--- src/rtl/pipeline_pkg.sv ---
// Shared pipeline definitions: opcodes, control-FSM state encoding, hazard defaults.
// Latency: n/a (types and constants only); backpressure: n/a.
package pipeline_pkg;

    localparam logic [6:0] OP_LOAD   = 7'b0000011;
    localparam logic [6:0] OP_STORE  = 7'b0100011;
    localparam logic [6:0] OP_BRANCH = 7'b1100011;
    localparam logic [6:0] OP_JAL    = 7'b1101111;
    localparam logic [6:0] OP_JALR   = 7'b1100111;
    localparam logic [6:0] OP_RTYPE  = 7'b0110011;
    localparam logic [6:0] OP_ITYPE  = 7'b0010011;

    localparam int DEFAULT_LOAD_STALL_CYCLES = 2;
    localparam int STALL_CNT_W               = 3;

    typedef enum logic [1:0] {
        CS_RUN    = 2'b00,
        CS_STALL  = 2'b01,
        CS_FREEZE = 2'b10
    } ctrl_state_t;

endpackage

--- src/rtl/sat_counter.sv ---
// Saturating event counter; clr has priority over inc.
// Latency: 1 cycle; backpressure: none, holds at all-ones.
module sat_counter #(
    parameter int WIDTH = 16
) (
    input  logic             clk,
    input  logic             rst_n,
    input  logic             inc,
    input  logic             clr,
    output logic [WIDTH-1:0] count
);

    always_ff @(posedge clk or negedge rst_n) begin
        if (!rst_n) begin
            count <= '0;
        end else if (clr) begin
            count <= '0;
        end else if (inc && (count != {WIDTH{1'b1}})) begin
            count <= count + 1'b1;
        end
    end

endmodule

--- src/rtl/pipeline_ctrl.sv ---
// Pipeline hazard/flush/freeze controller with performance counters.
// Latency: 0 (control outputs combinational); backpressure: mem_busy freezes every stage.
module pipeline_ctrl
    import pipeline_pkg::*;
#(
    parameter int LOAD_STALL_CYCLES = DEFAULT_LOAD_STALL_CYCLES,
    parameter int CNT_W             = 16
) (
    input  logic             clk,
    input  logic             rst_n,
    input  logic [4:0]       ID_rs1,
    input  logic [4:0]       ID_rs2,
    input  logic             ID_uses_rs2,
    input  logic             ID_EX_memread,
    input  logic [4:0]       ID_EX_rd,
    input  logic             EX_branch_taken,
    input  logic             mem_busy,
    output logic             pc_write,
    output logic             IF_ID_write,
    output logic             EX_MEM_write,
    output logic             MEM_WB_write,
    output logic             IF_ID_flush,
    output logic             ID_EX_flush,
    output logic             pc_sel,
    output logic [1:0]       ctrl_state,
    output logic [CNT_W-1:0] stall_count,
    output logic [CNT_W-1:0] flush_count,
    output logic [CNT_W-1:0] freeze_count
);

    ctrl_state_t            state;
    logic [STALL_CNT_W-1:0] stall_left;
    logic                   hazard;
    logic                   branch;
    logic                   stalling;

    assign hazard = ID_EX_memread && (ID_EX_rd != 5'd0) &&
                    ((ID_EX_rd == ID_rs1) || (ID_uses_rs2 && (ID_EX_rd == ID_rs2)));

    assign branch   = !mem_busy && EX_branch_taken;
    assign stalling = !mem_busy && !EX_branch_taken && ((state == CS_STALL) || hazard);

    // Outputs are forced to the reset pattern while rst_n is low, independent of the clock.
    always_comb begin
        pc_write     = 1'b1;
        IF_ID_write  = 1'b1;
        EX_MEM_write = 1'b1;
        MEM_WB_write = 1'b1;
        IF_ID_flush  = 1'b0;
        ID_EX_flush  = 1'b0;
        pc_sel       = 1'b0;
        ctrl_state   = state;
        if (!rst_n) begin
            pc_write     = 1'b0;
            IF_ID_write  = 1'b0;
            EX_MEM_write = 1'b0;
            MEM_WB_write = 1'b0;
            IF_ID_flush  = 1'b1;
            ID_EX_flush  = 1'b1;
            ctrl_state   = CS_RUN;
        end else if (mem_busy) begin
            pc_write     = 1'b0;
            IF_ID_write  = 1'b0;
            EX_MEM_write = 1'b0;
            MEM_WB_write = 1'b0;
            ctrl_state   = CS_FREEZE;
        end else if (branch) begin
            pc_sel      = 1'b1;
            IF_ID_flush = 1'b1;
            ID_EX_flush = 1'b1;
        end else if (stalling) begin
            pc_write    = 1'b0;
            IF_ID_write = 1'b0;
            ID_EX_flush = 1'b1;
        end
    end

    always_ff @(posedge clk or negedge rst_n) begin
        if (!rst_n) begin
            state      <= CS_RUN;
            stall_left <= '0;
        end else if (mem_busy) begin
            state      <= state;
            stall_left <= stall_left;
        end else if (EX_branch_taken) begin
            state      <= CS_RUN;
            stall_left <= '0;
        end else if (state == CS_STALL) begin
            if (stall_left <= STALL_CNT_W'(1)) begin
                state      <= CS_RUN;
                stall_left <= '0;
            end else begin
                stall_left <= stall_left - STALL_CNT_W'(1);
            end
        end else if (hazard && (LOAD_STALL_CYCLES > 1)) begin
            // The hazard cycle itself is the first stall cycle.
            state      <= CS_STALL;
            stall_left <= STALL_CNT_W'(LOAD_STALL_CYCLES - 1);
        end
    end

    sat_counter #(.WIDTH(CNT_W)) u_stall_cnt (
        .clk   (clk),
        .rst_n (rst_n),
        .inc   (stalling),
        .clr   (1'b0),
        .count (stall_count)
    );

    sat_counter #(.WIDTH(CNT_W)) u_flush_cnt (
        .clk   (clk),
        .rst_n (rst_n),
        .inc   (branch),
        .clr   (1'b0),
        .count (flush_count)
    );

    sat_counter #(.WIDTH(CNT_W)) u_freeze_cnt (
        .clk   (clk),
        .rst_n (rst_n),
        .inc   (mem_busy),
        .clr   (1'b0),
        .count (freeze_count)
    );

endmodule

--- config.mk ---
export PLATFORM = sky130hd
export DESIGN_NAME = pipeline_ctrl
export DESIGN_NICKNAME = d
export VERILOG_FILES = /design/src/rtl/pipeline_pkg.sv /design/src/rtl/sat_counter.sv /design/src/rtl/pipeline_ctrl.sv
export SDC_FILE = /design/constraint.sdc
export NUM_CORES = 1
export LEC_CHECK = 0
export CAP_MARGIN = 40
export CORE_ASPECT_RATIO = 1.4
export CORE_MARGIN = 4
export CORE_UTILIZATION = 40
export DETAILED_ROUTE_END_ITERATION = 6
export GPL_ROUTABILITY_DRIVEN = 0
export GPL_TIMING_DRIVEN = 1
export PLACE_DENSITY = 0.76
export REMOVE_ABC_BUFFERS = 1
export SYNTH_ARGS = -nofsm -noshare
export SYNTH_HDL_FRONTEND = slang
export SYNTH_SLANG_ARGS = --single-unit
--- constraint.sdc ---
create_clock -name clk -period 2.45 [get_ports clk]
set_input_delay 0.245 -clock clk [delete_from_list [all_inputs] [get_ports clk]]
set_output_delay 0.245 -clock clk [all_outputs]
set_load 0.02 [all_outputs]
## Word level (Yosys, flattened, before mapping)

Index checks and enable logic that the tools add are counted.

| storage, ports and cells | value |
|---|---|
| register bits | 53 |
| logic and storage cells | 59 |
| input port bits | 21 |
| output and inout port bits | 57 |

| operators by class | value |
|---|---|
| order comparisons | 1 |
| $add $sub $neg | 4 |
| muxes and demuxes | 24 |
| reductions and logical operators | 17 |
| bitwise operators | 1 |
| eq/ne operators | 7 |

Operators with widths:

| kind | number |
|---|---|
| 16-bit by 1-bit adder with 16-bit output (second input constant) | 3 |
| 16-bit inequality test (second input constant) | 3 |
| 1-bit 2-to-1 mux | 14 |
| 2-bit 2-to-1 mux | 6 |
| 3-bit 2-to-1 mux | 4 |
| 5-bit == test | 2 |
| 1-bit logical AND | 9 |
| 5-bit nonzero test | 1 |
| 3-bit by 1-bit less-or-equal comparator with 1-bit output (second input constant) | 1 |
| 3-bit by 2-bit inequality test with 1-bit output (second input constant) | 1 |
| 3-bit AND reduction | 1 |
| 3-bit nonzero test | 1 |
| 3-bit by 1-bit subtractor with 3-bit output (second input constant) | 1 |
| 2-bit by 1-bit == test with 1-bit output (second input constant) | 1 |
| 1-bit logical NOT | 2 |
| 1-bit logical OR | 2 |
| 2-bit AND reduction | 1 |
| 1-bit inverter | 1 |

## Longest topological paths before layout

| logic depth | value |
|---|---|
| word-level depth | 10 |
| depth in mapped cells | 7 |
| mapped depth without buffers | 7 |

## By module

From an unflattened synthesis, not the netlist that was laid out.

| second synthesis, totals | value |
|---|---|
| cells, all modules | 358 |
| area, all modules | 3,338.2 um2 |

Modules (own cells, without submodules):

| module | cells each | times used | area an instance (um2) | seq. area each (um2) |
|---|---|---|---|---|
| sat_counter | 98 | 3 | 942.2 | 400.4 |
| pipeline_ctrl | 64 | 1 | 511.7 | 100.1 |

## Worst setup path after synthesis

Ideal clock, no wire load.

| timing | value |
|---|---|
| path type | register to register |
| start | register u_stall_cnt.count[0] |
| end | register u_stall_cnt.count[1] |
| path buffers | 1 |
| library setup time | 125 ps |
| data required time | 2,325 ps |
| period minus slack after synthesis | 2,037 ps |
| cell stages (with the launch flop) | 7 |
| arrival time | 1,912 ps |
| setup slack | 413 ps |
| cell sequence | dfrtp_1 -> ha_1 -> nand4_1 -> or4_1 -> o2111a_1 -> buf_6 -> mux2_4 |

| between the ends | value |
|---|---|
| word-level cells in the longest chain between the ends | 2 |
| elaborated cells on any way between the ends | 3 |
| those cells by class | 1 x add/sub; 1 x eq/ne; 1 x reduce/logical |

RTL lines:

| item | line | source |
|---|---|---|
| start: declaration | sat_counter.sv:10 | `output logic [WIDTH-1:0] count` |
| start signal: assignment | sat_counter.sv:19 | `count <= count + 1'b1;` |
| parallel branches: the longest is 2 deep, another holds 16-bit by 1-bit adder with 16-bit output | n/a |  |

Several ways; the timed one is not identified.
A chain may end at the register's enable or synchronous reset.

## Worst setup path in the final report

| timing | value |
|---|---|
| start | input ID_EX_rd[1] |
| end | output IF_ID_write |

| between the ends | value |
|---|---|
| word-level cells in the longest chain between the ends | 10 |
| elaborated cells on any way between the ends | 13 |
| those cells by class | 2 x eq/ne; 4 x mux; 7 x reduce/logical |

RTL lines:

| item | line | source |
|---|---|---|
| start: declaration | pipeline_ctrl.sv:15 | `input logic [4:0] ID_EX_rd,` |
| 5-bit == test | pipeline_ctrl.sv:38 | `((ID_EX_rd == ID_rs1) \|\| (ID_uses_rs2 && (ID_EX_rd == ID_rs2)));` |
| 1-bit logical AND | pipeline_ctrl.sv:38 |  |
| 1-bit logical OR | pipeline_ctrl.sv:38 |  |
| 1-bit logical AND * | pipeline_ctrl.sv:37 | `assign hazard = ID_EX_memread && (ID_EX_rd != 5'd0) &&` |
| 1-bit logical OR * | pipeline_ctrl.sv:41 | `assign stalling = !mem_busy && !EX_branch_taken && ((state == CS_STALL) \|\| hazard);` |
| 1-bit logical AND * | pipeline_ctrl.sv:41 |  |
| 1-bit 2-to-1 mux * | pipeline_ctrl.sv:71 | `end else if (stalling) begin` |
| 1-bit 2-to-1 mux * | pipeline_ctrl.sv:67 | `end else if (branch) begin` |
| 1-bit 2-to-1 mux * | pipeline_ctrl.sv:61 | `end else if (mem_busy) begin` |
| 1-bit 2-to-1 mux * | pipeline_ctrl.sv:53 | `if (!rst_n) begin` |
| end: declaration | pipeline_ctrl.sv:19 | `output logic IF_ID_write,` |

Mark *: on every way between the ends. The rest lies on a longest branch, timed or not.

==> results.md <==
Critical path:
- In this run the worst path has a maximum fanout of 2.
- STA classifies the critical path endpoint as a primary output.
- For the worst setup path, the data required time is 2.20 ns.
- Traced cell by cell, the critical path runs through clkdlybuf4s50_1 -> or4_1 -> o21ai_2 -> inv_1 -> a21oi_2 -> o31a_1 -> dlygate4sd2_1.
- The largest single stage delay on the critical path is 0.56 ns.
- At the worst endpoint, the arrival time is 2.10 ns.
- The sort of element at the start of the critical path is an input pin.
- The type of the setup path with the least slack is input pin to primary output.
- For this design, the slowest cell found on the critical path is or4_1.

Die:
- The die width is 77.23 um.
- The die is 104.9 um tall.
- The top-level port count is 78.
- The die area is 0.008103 mm^2.
- The initial utilization of the core area, before any placement, comes to 40.86%.
- The area of the core is 0.006569 mm^2.
- The number of rows created at floorplan is 35.

Detailed routing:
- The per-cell routed wire length is 14.20 um.
- Before antenna repair, the detailed router went through 4 iterations.
- The count of nets left with antenna violations after detail routing is 0.
- The via density per instance is 5.121.
- The final routed wirelength across all metal layers is 6.105 mm.
- The violation count after the first detailed-routing iteration is 34.
- For this block, the via count after detailed routing is 2202.
- The residual DRC count is 0.

Cells and area:
- The number of antenna diodes in the final layout is 0.
- The final net count is 380.
- The final core utilization is 56.42%.
- The count of placed standard cells in the final layout, fillers left out is 430.
- The share of final-layout standard cells stronger than drive strength 1 is 10.11%.
- The layout overhead on the synthesized area is 38.09%.

Placed design:
- The total placed cells including tap cells is 422.
- The count of buffers from port buffering is 77.
- Detailed placement finished with a half-perimeter wire length of 4.683 mm.

Logic synthesis:
- Counting every instance in the synthesized netlist gives 263.
- The mean instance size in the synthesized netlist is 10.20 um^2.
- The number of distinct standard cells referenced by the synthesized netlist is 46.
- The total of flip-flops plus latches after synthesis is 52.
- The proportion of synthesized chip area in sequential cells is 48.48%.
- The count of flip-flops with a built-in enable after synthesis is 0.
- After synthesis, the share of flip-flops with an asynchronous set or reset is 100.0%.
- For this run, the leading register cell type out of synthesis is dfrtp_1.
- The synthesized area is 0.002684 mm^2.
- The number of warning messages in the yosys log is 0.

Clock tree:
- Clock tree synthesis selected as its root buffer the cell clkbuf_8.
- Clock tree synthesis inserted a total of 5 buffers.
- After clock tree synthesis, the clock-pin slew on the worst setup and hold paths is 0.09 ns.
- Post-CTS timing repair inserted 0 buffers for setup.
- The level count of the clock H-tree is 2.
- Clock latency on the worst-skew pair, taken at its later pin, is 0.30 ns.
- Counting every sink on the clock net gives 52.
- After clock tree synthesis, the flow added hold-fix buffers numbering 0.
- The worst-case clock buffer depth is 2.
- TritonCTS built the clock tree.

Timing:
- The worst slew margin relative to its limit is 68.35%.
- The count of final setup violators is 0.
- For the pin with the worst max-slew slack, the measured transition is 0.4707 ns.
- The number of hold violations in the final report is 0.
- The final-report max-slew violation count was 0.
- Setup repair after global routing left no endpoint under its margin.
- For the finished layout, the period the worst path requires is 2.344 ns.
- The worst setup skew after layout is 0.01022 ns.
- Of the available clock period, the critical path in the final layout requires 95.67%.
- Derived from the worst setup path, the maximum achievable clock frequency is 426.6 MHz.

Global route:
- The first global-routing pass estimated 10.41 mm of wire.
- The overflow left after global routing is 0.
- The number of antenna violations at the first check in global routing is 0.
- The number of global-route vias before repair is 2280.
- Entering global routing, the biggest net connects 34 pins.
- The global router's overall resource usage is 15.57%.

Power and ir drop:
- The share of total power dissipated in sequential elements is 48.0%.
- The leakage power figure is 0.001572 uW.
- Net switching is 32.34% of the power.
- The total power divided by cell area is 624.4 mW/mm^2.
- IR analysis of the VDD net gives a maximum drop of 0.4015 mV.
- The share of total power in the clock network is 22.1%.
- The switching power is 748.2 uW.
- The proportion of power drawn by combinational gates is 29.9%.
- Internal power comes to 1566 uW.

Outcome:
- The flow ran to the end, and the final reports show no timing, DRC or antenna violations.

Worst hold path:
- The classification of the worst-slack hold path is input pin to asynchronous set/reset pin.

Flow run:
- The max-cap violation count is 0.
## routing by layer
metal  up-vias  wire length, um  global-route usage [%]
li1       1083                -                       -
met1      1048             2576                   19.01
met2        63             3092                   26.89
met3         8              367                   4.397
met4         0               68                   3.817
met5         -                0                       0
## state kept, by name, indices dropped and copies added (netlist names)
| name | count |
|---|---|
| state | 1 |
| stall_left | 3 |
| u_stall_cnt.count | 16 |
| u_flush_cnt.count | 16 |
| u_freeze_cnt.count | 16 |
## synthesized netlist by cell type (2+ instances only)
cell	instances	share of area [%]
nand4_1	12	2.8
dfrtp_1	52	48
nand2b_1	5	1.2
nor2_1	21	2.9
and3_1	4	0.93
and2_1	4	0.93
o22ai_1	2	0.47
mux2_2	2	0.84
buf_4	2	0.56
xnor2_1	40	13
ha_1	4	1.9
nor3_1	4	0.75
a21oi_1	2	0.37
or4_1	2	0.56
o21ai_0	4	0.75
xor2_1	14	4.6
nand3_1	21	3.9
or2_2	2	0.47
nand2_1	26	3.6
inv_1	10	1.4
o21bai_1	2	0.56
o31a_1	2	0.65
clkbuf_1	3	0.42
## timing repair
item	CTS	global route
endpoints found under the hold margin	0	0
gates resized for setup	3	4
setup endpoints to repair	3	3
cloned	0	0
## power by group through the flow
stage / Clock [uW] / Sequential [uW] / Combinational, uW
global placement: 0 / 1130 / 689
floorplan: 0 / 1240 / 218
global route: 568 / 1140 / 751
finish: 510 / 1110 / 692
CTS: 533 / 1110 / 700
detailed placement: 0 / 1130 / 700
## final timing paths
kind,cells after the start,end,from,slack [ns]
min in group clk,1,u_freeze_cnt.count[13],u_freeze_cnt.count[13],0.49
worst min register to register,1,u_freeze_cnt.count[13],u_freeze_cnt.count[13],0.49
worst min-delay path,2,u_flush_cnt.count[2],rst_n,0.01
max in group asynchronous,3,u_freeze_cnt.count[3],rst_n,1.80
worst max register to register,5,u_stall_cnt.count[1],u_stall_cnt.count[0],0.38
worst max-delay path,7,IF_ID_write,ID_EX_rd[1],0.11
## placed cells by master (no fill, tap or decap), types with 2 or more instances in the layout
| cell type | netlist | layout |
|---|---|---|
| o31a_1 | 2 | 2 |
| nand3_1 | 21 | 21 |
| nor2_1 | 21 | 21 |
| nor3_1 | 4 | 4 |
| nand4_1 | 12 | 12 |
| or2_2 | 2 | 2 |
| dfrtp_1 | 52 | 52 |
| or4_1 | 2 | 2 |
| and3_1 | 4 | 4 |
| and2_1 | 4 | 4 |
| nand2b_1 | 5 | 5 |
| ha_1 | 4 | 4 |
| xor2_1 | 14 | 14 |
| buf_4 | 2 | 14 |
| xnor2_1 | 40 | 40 |
| dlygate4sd2_1 | 0 | 2 |
| nand2_1 | 26 | 26 |
| o21bai_1 | 2 | 2 |
| clkbuf_8 | 0 | 6 |
| inv_1 | 10 | 10 |
| o21ai_0 | 4 | 4 |
| clkdlybuf4s50_1 | 0 | 73 |
| a21oi_1 | 2 | 2 |
| mux2_2 | 2 | 2 |
## worst max-delay path, delay by kind of cell
family	cells	cell delay, ns
buf+inv	3	0.83
simple gates	1	0.56
compound gates	3	0.46
## final cells by class
type                    count  area [um^2]
clock buffers               7        86.33
repair buffers             91        863.3
clock inverters             1        7.507
flip-flops and latches     52         1301
fillers                   596         2863
inverters                  10        37.54
well taps                  74        92.59
multi-input cells         195         1318
## metrics by stage
stage | worst slack (ns) | hold slack (ns) | setup TNS (ns) | area [um^2] | power [uW]
after global routing | 0.003817 | 0.02042 | 0 | 3706 | 2455
after floorplan | 0.4244 | -0.05059 | 0 | 2646 | 1459
after detailed placement | -0.2033 | 0.3509 | -0.5698 | 3610 | 1830
after CTS | 0.007212 | 0.01514 | 0 | 3700 | 2347
final | 0.1061 | 0.01191 | 0 | 3706 | 2314
after global placement | -0.1947 | 0.3571 | -0.5755 | 3610 | 1816
## logic make-up after synthesis
family / after synthesis / synth area share, %
and+or+nand+nor: 112 / 21.49
buffers and inverters: 16 / 2.797
xor gates and xnor gates: 54 / 17.62
AOI/OAI and AO/OA: 22 / 6.341
DFF: 52 / 48.48
adders and majority gates: 4 / 1.865
muxes: 3 / 1.398
Power figures use the tool's default switching activity.
==> RTL edit: new RTL, same settings <==
Register the output `flush_count`, cleared by the reset; this adds one clock of latency there. The other outputs are not delayed to match.
--- a/src/rtl/pipeline_ctrl.sv
+++ b/src/rtl/pipeline_ctrl.sv
@@ -27,6 +27,8 @@
     output logic [CNT_W-1:0] flush_count,
     output logic [CNT_W-1:0] freeze_count
 );
+
+    logic [CNT_W-1:0] flush_count_d;
 
     ctrl_state_t            state;
     logic [STALL_CNT_W-1:0] stall_left;
@@ -112,7 +114,7 @@
         .rst_n (rst_n),
         .inc   (branch),
         .clr   (1'b0),
-        .count (flush_count)
+        .count (flush_count_d)
     );
 
     sat_counter #(.WIDTH(CNT_W)) u_freeze_cnt (
@@ -123,5 +125,13 @@
         .count (freeze_count)
     );
 
+    always_ff @(posedge clk or negedge rst_n) begin
+        if (!rst_n) begin
+            flush_count <= '0;
+        end else begin
+            flush_count <= flush_count_d;
+        end
+    end
+
 endmodule
 
Behaviour: not the same (a bounded check fails within 4 cycles, from zero or initial values and one cycle with rst_n low).
==> RTL edit against the original RTL <==
  * Total power increased by 34%
  * Synthesized area increased by 17%
  * Sequential cell count increased by 16
  * Die area increased by 16%
  * Final area increased by 17%
  * Largest cell class is now flip-flops and latches
  * Synthesized cell count increased by 5.7%
  * Worst setup slack got worse by 42 ps
  * Wire length increased by 17%
  * Fmax decreased by 1.8%
  * Count of clock-buffer cells in the layout increased by 6
  * First-iteration DRC count increased to 5.9 times the old value
  * Cell count increased by 12%
  * Critical path depth unchanged
==> RTL edit: results (changes against the original RTL) <==
STA
  – Worst-Margin Slew: 554 ps (was 471 ps)
  – Final hold slack: 412 ps (was 11.9 ps)

Die
  – Row count: 38 (was 35)

Outcome
  – Outcome: completed (unchanged)

CTS
  – Cts bufs inserted: 9 (was 5)
  – Reg clk slew, reported paths: 70 ps (was 90 ps)
  – H-tree levels: 3 (was 2)

Global route
  – Met1 GRT Util: 19.2% (was 19.0%)
  – Met2 Track Usage GR: 27.6% (was 26.9%)
  – First-pass GRT wire length: 12.2 mm (was 10.4 mm)
  – Largest net degree at the start of global routing: 43 (was 34)
  – Tot GR Track Use: 16.0% (was 15.6%)
  – Met3 usage: 3.57% (was 4.40%)

Cells and area
  – Nets: 400 (was 380)
  – Layout Cells excl Fill: 480 (was 430)
  – P&R area growth vs syn: 37.5% (was 38.1%)
  – Signal buf overhead: 20.8% (was 23.3%)
  – Filler instances: 694 (was 596)
  – Non-CTS inverters: 8 (was 10)
  – Layout cell share with drive strength beyond 1: 12.1% (was 10.1%)
  – Bufs w/o clock: 93 (was 91)

Route
  – Metal1 wirelength: 2.95 mm (was 2.58 mm)
  – Met3 wire length: 259 µm (was 367 µm)
  – Drt total wl: 7.14 mm (was 6.11 mm)
  – Vias: 2470 (was 2202)
  – Drt initial violations: 199 (was 34)
  – Met2 wire length: 3.78 mm (was 3.09 mm)
  – DR pass1 iterations: 5 (was 4)

Worst setup path
  – R2R Path End: u_flush_cnt.count[1] (was u_stall_cnt.count[1])
  – CP peak stage delay: 480 ps (was 560 ps)

Placed design
  – DP Area: 0.00412 mm² (was 0.00361 mm²)
  – DP Worst Slack: -248 ps (was -203 ps)

Power and ir drop
  – Max IR drop VDD: 0.000529 V (was 0.000401 V)
  – Total power: 3.10 mW (was 2.31 mW)
  – Switching Share: 31.2% (was 32.3%)
  – Leakage: 1.86 nW (was 1.57 nW)
  – Comb pwr share: 25.1% (was 29.9%)
## RTL edit: how the worst max path moves through the flow
stage,slack [ps],to,from
floorplan,500,u_stall_cnt.count[1],ID_EX_rd[1]
global placement,-270,pc_write,ID_EX_rd[3]
detailed placement,-250,IF_ID_write,ID_EX_rd[3]
CTS,70,ID_EX_flush,ID_EX_rd[3]
global route,4,pc_write,ID_EX_rd[3]
finish,60,ID_EX_flush,ID_EX_rd[3]
## RTL edit: what timing repair did
| item | 4_1_cts | 5_1_grt |
|---|---|---|
| resized for setup | 4 | 3 |
| setup endpoints to repair | 3 | 3 |
| hold buffers | 1 | 0 |
| hold endpoints to repair | 26 | 0 |
| buffers inserted | 0 | 0 |
## RTL edit: kinds of logic after synthesis
family	Yosys count	synth area share, %
multiplexers	3	1.07
buffers and inverters	15	2.31
AND/OR/NAND/NOR	108	19.4
flip-flops	68	54.1
XOR/XNOR	53	14.8
AO/OA/AOI/OAI	27	6.84
adder cells (fa/ha/maj)	4	1.59
